===== src/rtl/mem_lsu_pkg.sv =====
// rtl/mem_lsu_pkg.sv - size codes, FSM states and address helpers for the load/store unit
package mem_lsu_pkg;

   localparam logic [1:0] SZ_B = 2'b00;
   localparam logic [1:0] SZ_H = 2'b01;
   localparam logic [1:0] SZ_W = 2'b10;

   typedef enum logic [2:0] {
      ST_IDLE  = 3'd0,
      ST_LOAD  = 3'd1,
      ST_MERGE = 3'd2,
      ST_WRITE = 3'd3,
      ST_RESP  = 3'd4
   } state_t;

   // Size code 2'b11 is handled as a word everywhere.
   function automatic logic is_misaligned(input logic [1:0] size, input logic [1:0] lane);
      logic mis;
      case (size)
         SZ_B:    mis = 1'b0;
         SZ_H:    mis = lane[0];
         default: mis = |lane;
      endcase
      return mis;
   endfunction

   function automatic logic [31:0] align_down(input logic [1:0] size, input logic [31:0] addr);
      logic [31:0] a;
      case (size)
         SZ_B:    a = addr;
         SZ_H:    a = {addr[31:1], 1'b0};
         default: a = {addr[31:2], 2'b00};
      endcase
      return a;
   endfunction

endpackage


===== src/rtl/mem_lsu_if.sv =====
// rtl/mem_lsu_if.sv - request/response and data-RAM signal bundle of the load/store unit
interface mem_lsu_if;

   logic        req_valid;
   logic        req_ready;
   logic        req_we;
   logic [1:0]  req_size;
   logic        req_signed;
   logic [31:0] req_addr;
   logic [31:0] req_wdata;

   logic        rsp_valid;
   logic        rsp_ready;
   logic [31:0] rsp_rdata;
   logic        rsp_err;

   logic        ram_we;
   logic [31:0] ram_waddr;
   logic [31:0] ram_wdata;
   logic [31:0] ram_raddr;
   logic [31:0] ram_rdata;

   // master: MEM stage plus RAM model; slave: the load/store unit
   modport master (
      output req_valid, req_we, req_size, req_signed, req_addr, req_wdata,
      output rsp_ready, ram_rdata,
      input  req_ready, rsp_valid, rsp_rdata, rsp_err,
      input  ram_we, ram_waddr, ram_wdata, ram_raddr
   );

   modport slave (
      input  req_valid, req_we, req_size, req_signed, req_addr, req_wdata,
      input  rsp_ready, ram_rdata,
      output req_ready, rsp_valid, rsp_rdata, rsp_err,
      output ram_we, ram_waddr, ram_wdata, ram_raddr
   );

endinterface


===== src/rtl/mem_lsu_align.sv =====
// rtl/mem_lsu_align.sv - combinational lane extract/extend and lane merge for one RAM word
module mem_lsu_align
   import mem_lsu_pkg::*;
(
   input  logic [31:0] word,
   input  logic [1:0]  lane,
   input  logic [1:0]  size,
   input  logic        sign,
   input  logic [31:0] wdata,
   output logic [31:0] ext_data,
   output logic [31:0] merged_data
);

   logic [7:0]  byte_v;
   logic [15:0] half_v;

   always_comb begin
      byte_v = 8'h00;
      case (lane)
         2'd0:    byte_v = word[7:0];
         2'd1:    byte_v = word[15:8];
         2'd2:    byte_v = word[23:16];
         default: byte_v = word[31:24];
      endcase
      half_v = lane[1] ? word[31:16] : word[15:0];
   end

   always_comb begin
      ext_data = word;
      case (size)
         SZ_B:    ext_data = {{24{sign & byte_v[7]}}, byte_v};
         SZ_H:    ext_data = {{16{sign & half_v[15]}}, half_v};
         default: ext_data = word;
      endcase
   end

   always_comb begin
      merged_data = word;
      case (size)
         SZ_B: begin
            case (lane)
               2'd0:    merged_data[7:0]   = wdata[7:0];
               2'd1:    merged_data[15:8]  = wdata[7:0];
               2'd2:    merged_data[23:16] = wdata[7:0];
               default: merged_data[31:24] = wdata[7:0];
            endcase
         end
         SZ_H: begin
            if (lane[1]) merged_data[31:16] = wdata[15:0];
            else         merged_data[15:0]  = wdata[15:0];
         end
         default: merged_data = wdata;
      endcase
   end

endmodule


===== src/rtl/mem_lsu.sv =====
// rtl/mem_lsu.sv - load/store unit between the MEM stage and the word-only data RAM
// Build option MEM_LSU_MISALIGN_EXC_EN: misaligned accesses fault instead of aligning down.
module mem_lsu
   import mem_lsu_pkg::*;
#(
   parameter int RAM_AW = 12
) (
   input  logic     clk,
   input  logic     rst,
   mem_lsu_if.slave bus
);

   state_t      state, state_nx;
   logic [31:0] addr_q, wdata_q, word_q, rdata_q;
   logic [1:0]  size_q;
   logic        signed_q, err_q;

   logic [31:0] addr_in, load_ext, merged;
   logic [31:0] load_merge_unused, merge_ext_unused;
   logic        range_fault, align_fault, fault, accept;

   logic        req_ready_c, rsp_valid_c, rsp_err_c, ram_we_c;
   logic [31:0] rsp_rdata_c, ram_waddr_c, ram_wdata_c, ram_raddr_c;

   assign range_fault = |bus.req_addr[31:RAM_AW+2];
`ifdef MEM_LSU_MISALIGN_EXC_EN
   assign align_fault = is_misaligned(bus.req_size, bus.req_addr[1:0]);
   assign addr_in     = bus.req_addr;
`else
   assign align_fault = 1'b0;
   assign addr_in     = align_down(bus.req_size, bus.req_addr);
`endif
   assign fault  = range_fault | align_fault;
   assign accept = bus.req_valid & (state == ST_IDLE);

   // Both instances look at the same RAM word; only one is meaningful per state.
   mem_lsu_align u_load (
      .word        (bus.ram_rdata),
      .lane        (addr_q[1:0]),
      .size        (size_q),
      .sign        (signed_q),
      .wdata       (32'h0),
      .ext_data    (load_ext),
      .merged_data (load_merge_unused)
   );

   mem_lsu_align u_merge (
      .word        (bus.ram_rdata),
      .lane        (addr_q[1:0]),
      .size        (size_q),
      .sign        (1'b0),
      .wdata       (wdata_q),
      .ext_data    (merge_ext_unused),
      .merged_data (merged)
   );

   always_ff @(posedge clk or negedge rst) begin
      if (!rst) state <= ST_IDLE;
      else      state <= state_nx;
   end

   always_comb begin
      state_nx    = state;
      req_ready_c = 1'b0;
      rsp_valid_c = 1'b0;
      rsp_rdata_c = 32'h0;
      rsp_err_c   = 1'b0;
      ram_we_c    = 1'b0;
      ram_waddr_c = 32'h0;
      ram_wdata_c = 32'h0;
      ram_raddr_c = 32'h0;
      case (state)
         ST_IDLE: begin
            req_ready_c = 1'b1;
            if (bus.req_valid) begin
               if (fault)              state_nx = ST_RESP;
               else if (!bus.req_we)   state_nx = ST_LOAD;
               else if (bus.req_size[1]) state_nx = ST_WRITE;
               else                    state_nx = ST_MERGE;
            end
         end
         ST_LOAD: begin
            ram_raddr_c = {2'b00, addr_q[31:2]};
            state_nx    = ST_RESP;
         end
         ST_MERGE: begin
            ram_raddr_c = {2'b00, addr_q[31:2]};
            state_nx    = ST_WRITE;
         end
         ST_WRITE: begin
            ram_we_c    = 1'b1;
            ram_waddr_c = {2'b00, addr_q[31:2]};
            ram_wdata_c = word_q;
            state_nx    = ST_RESP;
         end
         ST_RESP: begin
            rsp_valid_c = 1'b1;
            rsp_rdata_c = rdata_q;
            rsp_err_c   = err_q;
            if (bus.rsp_ready) state_nx = ST_IDLE;
         end
         default: state_nx = ST_IDLE;
      endcase
   end

   // Request capture and per-state datapath; rdata_q stays 0 for stores and faults.
   always_ff @(posedge clk or negedge rst) begin
      if (!rst) begin
         addr_q   <= 32'h0;
         wdata_q  <= 32'h0;
         word_q   <= 32'h0;
         rdata_q  <= 32'h0;
         size_q   <= SZ_B;
         signed_q <= 1'b0;
         err_q    <= 1'b0;
      end else begin
         case (state)
            ST_IDLE: begin
               if (accept) begin
                  addr_q   <= addr_in;
                  wdata_q  <= bus.req_wdata;
                  word_q   <= bus.req_wdata;
                  size_q   <= bus.req_size;
                  signed_q <= bus.req_signed;
                  err_q    <= fault;
                  rdata_q  <= 32'h0;
               end
            end
            ST_LOAD:  rdata_q <= load_ext;
            ST_MERGE: word_q  <= merged;
            default: ;
         endcase
      end
   end

   assign bus.req_ready = req_ready_c;
   assign bus.rsp_valid = rsp_valid_c;
   assign bus.rsp_rdata = rsp_rdata_c;
   assign bus.rsp_err   = rsp_err_c;
   assign bus.ram_we    = ram_we_c;
   assign bus.ram_waddr = ram_waddr_c;
   assign bus.ram_wdata = ram_wdata_c;
   assign bus.ram_raddr = ram_raddr_c;

endmodule


===== src/flat_wrapper.sv =====
// flat-port wrapper written by rule: the top's interface ports become plain ports
module mem_lsu_flat import mem_lsu_pkg::*;
#(
   parameter int RAM_AW = 12
)
  (clk, rst, bus_req_valid, bus_req_we, bus_req_size, bus_req_signed, bus_req_addr, bus_req_wdata, bus_rsp_ready, bus_ram_rdata, bus_req_ready, bus_rsp_valid, bus_rsp_rdata, bus_rsp_err, bus_ram_we, bus_ram_waddr, bus_ram_wdata, bus_ram_raddr);
  mem_lsu_if bus_i ();
  input  logic clk;
  input  logic rst;
  input wire logic [$bits(bus_i.req_valid)-1:0] bus_req_valid;
  input wire logic [$bits(bus_i.req_we)-1:0] bus_req_we;
  input wire logic [$bits(bus_i.req_size)-1:0] bus_req_size;
  input wire logic [$bits(bus_i.req_signed)-1:0] bus_req_signed;
  input wire logic [$bits(bus_i.req_addr)-1:0] bus_req_addr;
  input wire logic [$bits(bus_i.req_wdata)-1:0] bus_req_wdata;
  input wire logic [$bits(bus_i.rsp_ready)-1:0] bus_rsp_ready;
  input wire logic [$bits(bus_i.ram_rdata)-1:0] bus_ram_rdata;
  output wire logic [$bits(bus_i.req_ready)-1:0] bus_req_ready;
  output wire logic [$bits(bus_i.rsp_valid)-1:0] bus_rsp_valid;
  output wire logic [$bits(bus_i.rsp_rdata)-1:0] bus_rsp_rdata;
  output wire logic [$bits(bus_i.rsp_err)-1:0] bus_rsp_err;
  output wire logic [$bits(bus_i.ram_we)-1:0] bus_ram_we;
  output wire logic [$bits(bus_i.ram_waddr)-1:0] bus_ram_waddr;
  output wire logic [$bits(bus_i.ram_wdata)-1:0] bus_ram_wdata;
  output wire logic [$bits(bus_i.ram_raddr)-1:0] bus_ram_raddr;
  assign bus_i.req_valid = bus_req_valid;
  assign bus_i.req_we = bus_req_we;
  assign bus_i.req_size = bus_req_size;
  assign bus_i.req_signed = bus_req_signed;
  assign bus_i.req_addr = bus_req_addr;
  assign bus_i.req_wdata = bus_req_wdata;
  assign bus_i.rsp_ready = bus_rsp_ready;
  assign bus_i.ram_rdata = bus_ram_rdata;
  assign bus_req_ready = bus_i.req_ready;
  assign bus_rsp_valid = bus_i.rsp_valid;
  assign bus_rsp_rdata = bus_i.rsp_rdata;
  assign bus_rsp_err = bus_i.rsp_err;
  assign bus_ram_we = bus_i.ram_we;
  assign bus_ram_waddr = bus_i.ram_waddr;
  assign bus_ram_wdata = bus_i.ram_wdata;
  assign bus_ram_raddr = bus_i.ram_raddr;
  mem_lsu #(.RAM_AW(RAM_AW)) u_core (.clk(clk), .rst(rst), .bus(bus_i));
endmodule

===== config.mk =====
export PLATFORM = sky130hd
export DESIGN_NAME = mem_lsu_flat
export DESIGN_NICKNAME = d
export VERILOG_FILES = /design/src/rtl/mem_lsu_pkg.sv /design/src/rtl/mem_lsu_if.sv /design/src/rtl/mem_lsu_align.sv /design/src/rtl/mem_lsu.sv /design/src/flat_wrapper.sv
export SDC_FILE = /design/constraint.sdc
export NUM_CORES = 1
export LEC_CHECK = 0
export BUFFER_PORTS_ARGS = -buffer_cell sky130_fd_sc_hd__clkbuf_2
export CAP_MARGIN = 20
export CORE_MARGIN = 3
export CORE_UTILIZATION = 52
export CTS_BUF_LIST = sky130_fd_sc_hd__clkbuf_16
export DETAILED_ROUTE_END_ITERATION = 12
export GPL_TIMING_DRIVEN = 0
export PLACE_DENSITY = 0.84
export SYNTH_ARGS = -nofsm -noshare
export SYNTH_HDL_FRONTEND = slang
export SYNTH_SLANG_ARGS = --single-unit

===== constraint.sdc =====
create_clock -name clk -period 2.3 [get_ports clk]
set_input_delay 0.345 -clock clk [delete_from_list [all_inputs] [get_ports clk]]
set_output_delay 0.345 -clock clk [all_outputs]
set_load 0.005 [all_outputs]

==> metrics <==
CP Launch Point=u_core.state[1]; Cells after Synth=852; Clock Skew=5.29 ps; Sink Count=135; starting density of the core=54.3%; Synthesis Warnings=0; hold slack=103 ps; Synth Area per Inst=8.65 sq um; PD cells=783 nW/um^2; setup TNS=0 ps; 1st-iter DRT viols=870; Horiz. Die Dim=125 um; Core ar.=13,600 sq um; number of global-route vias before repair=7,298; share of cells above drive strength 1=30.1%; Post-synth EDFFs=0; critical path arrival=1880 ps; Placer Congestion=0.993; Routed Antenna Nets=0; Crit path required time=1960 ps; Clk pwr share=39.2%; CTS root buffer=clkbuf_16; Worst Hold Class=primary input to flip-flop; FF-to-FF End=u_core.word_q[7]; total track usage=31.1%; Pleak=5.29 nW; total number of vias=7,604; routed len/inst=19.3 um; Slew headroom=49.2%; Synth Cell Area=7370 sq um; synth cell count leaders=nand2_1, dfrtp_1, and3_1; final worst slack=73.1 ps; count of cell types in the netlist=44; WS Path Type=flip-flop to primary output; Fmax achieved=449 MHz; reg2reg setup slack=270 ps; hpwl dp=18,400 um; area added between synthesis and finish=29.7%; switching power=0.00224 W; R2R Path Start=u_core.state[1]; largest net degree at the start of global routing=84; top cell type's share of synthesized area=45.9%; final instance area=9560 sq um; first-pass GRT wire length=38,500 um; Std-Cell Rows=42; worst skew pair latency=430 ps; Final period util=96.8%; VDD IR max=0.000714 V; Setup violations, final=0; DRT Pass-1 Iters=5; r2r worst-path depth=7; diode count=0; Ports=236; Area contributors post-synth=dfrtp_1, nand2_1, and3_1, and2_1, o211ai_1; Synth area leader=dfrtp_1; crit path time final=2230 ps; Comb pwr share=20.0%; DR vias/cell=5.85; final wirelength=25,000 um; clock buffer depth=2; Post-Route Utilization=70.5%; part of the power in registers=40.8%; Die H=125 um; Seq cells post-synth=135; Tightest Pin Transition=754 ps; post-placement worst setup slack=44.3 ps; Buffers on Ports=231; Most used DFF post-synth=dfrtp_1; post-synthesis sequential area ratio=45.9%; top-count cell post-synth=nand2_1; grt ovf=0; switching share of power=30.0%; CP endpoint=bus_ram_raddr[16]; Nets=1,215; cts bufs inserted=17; Fin. Hold Viols=0; Max Cap Viol=0; Int Pwr=0.00524 W; Slew Limit Fails=0; Post-route DRC=0; Post-DP Area=8800 sq um; outcome=complete, no violations; crit start category=flip-flop; RSZ-0062 raised after global routing=false; Max FO, Critical Path=10; initial antenna violation count=1; H-tree depth=4; Clk pin slew, worst setup/hold paths=60 ps; asr flop ratio synth=100%; CTS tree=built; Worst Setup End Kind=primary output; Die Area=15,600 sq um
worst max-delay path: stages (launching register included):
cell	delay, ps
dfrtp_1	350
clkbuf_4	190
nor3b_4	230
buf_6	130
nor2_2	50
clkbuf_4	200
nor2b_2	160
clkbuf_2	130
worst min-delay path by stage:
stage                                   from            endpoint  slack [ps]  depth (start not counted)
after CTS                    bus_req_addr[3]    u_core.addr_q[3]          90                          3
final                       bus_req_addr[10]   u_core.addr_q[10]         100                          3
after detailed placement                 rst   u_core.addr_q[25]         330                          1
after floorplan                          rst    u_core.addr_q[0]          50                          0
after global placement    u_core.wdata_q[18]  u_core.wdata_q[18]         450                          2
after global routing        bus_req_addr[11]   u_core.addr_q[11]         100                          3
logic make-up after synthesis:
kind of cell | share of synthesized area (%)
simple gates | 29.0
compound gates | 16.7
other cells | 0.0509
mux | 3.09
flops | 45.9
buf+inv | 5.37
power groups by stage:
stage          logic [W]  clock network [W]  registers (W)
2_1_floorplan   0.000967                  0        0.00294
3_3_place_gp     0.00139                  0        0.00306
3_5_place_dp     0.00143                  0        0.00307
4_1_cts          0.00146            0.00296        0.00303
5_1_grt          0.00162            0.00307        0.00308
6_report         0.00150            0.00293        0.00305
area by class of cell:
| cell class | instances | area, sq um |
|---|---|---|
| flip-flops and latches | 135 | 3380 |
| clock inverters | 15 | 209 |
| plain buffers | 76 | 439 |
| fillers | 1091 | 4000 |
| inverters | 3 | 11.3 |
| clock buffers | 17 | 425 |
| repair buffers | 237 | 1240 |
| well taps | 176 | 220 |
| multi-input cells | 641 | 3640 |
stage by stage:
step | total power (W) | cells
finish | 0.00748 | 1300
global route | 0.00777 | 1300
CTS | 0.00745 | 1299
detailed placement | 0.00450 | 1264
global placement | 0.00445 | 1262
floorplan | 0.00391 | 855
state kept, by name (all words and copies together) (netlist names):
| name | flops |
|---|---|
| u_core.addr_q | 32 |
| u_core.rdata_q | 32 |
| u_core.wdata_q | 32 |
| u_core.word_q | 32 |
| u_core.state | 3 |
| u_core.size_q | 2 |
| u_core.err_q | 1 |
| u_core.signed_q | 1 |
layout by cell type (no fill, tap or decap), drive strengths merged, types with 2 or more instances in the layout:
cell    Yosys  layout
and2       40      40
clkinv      0       9
nor3        5       5
dfrtp     135     135
a22oi      23      23
o21a       11      11
nand2b      5       5
buf        36      42
and3       70      70
a32oi       5       5
o22ai       9       9
a32o        2       2
nor2b      32      32
or3b        3       3
conb        1       4
o21ai      44      44
mux2i      16      16
clkbuf     40     287
a21oi       7       7
nand3      15      15
nor4        4       4
o211ai     31      31
nor3b       4       4
nor2       10      10
a21o        4       4
inv         3       3
bufinv      0       5
o22a       14      14
a22o        9       9
nand2     247     247
mux2        4       4
a211oi     16      16
routing by layer:
layer	track usage [%]	up-vias	wire length (um)
li1	-	3478	-
met3	7.68	75	2510
met1	41.5	3600	10000
met4	11.3	0	821
met2	49.6	451	11600
met5	0	-	0
timing repair:
| item | 4_1_cts | 5_1_grt |
|---|---|---|
| buffers inserted | 2 | 1 |
| endpoints found under the hold margin | 52 | 0 |
| setup endpoints to repair | 119 | 117 |
| hold buffers | 1 | 0 |
| gates resized for setup | 28 | 20 |
(Power assumes the default switching activity.)
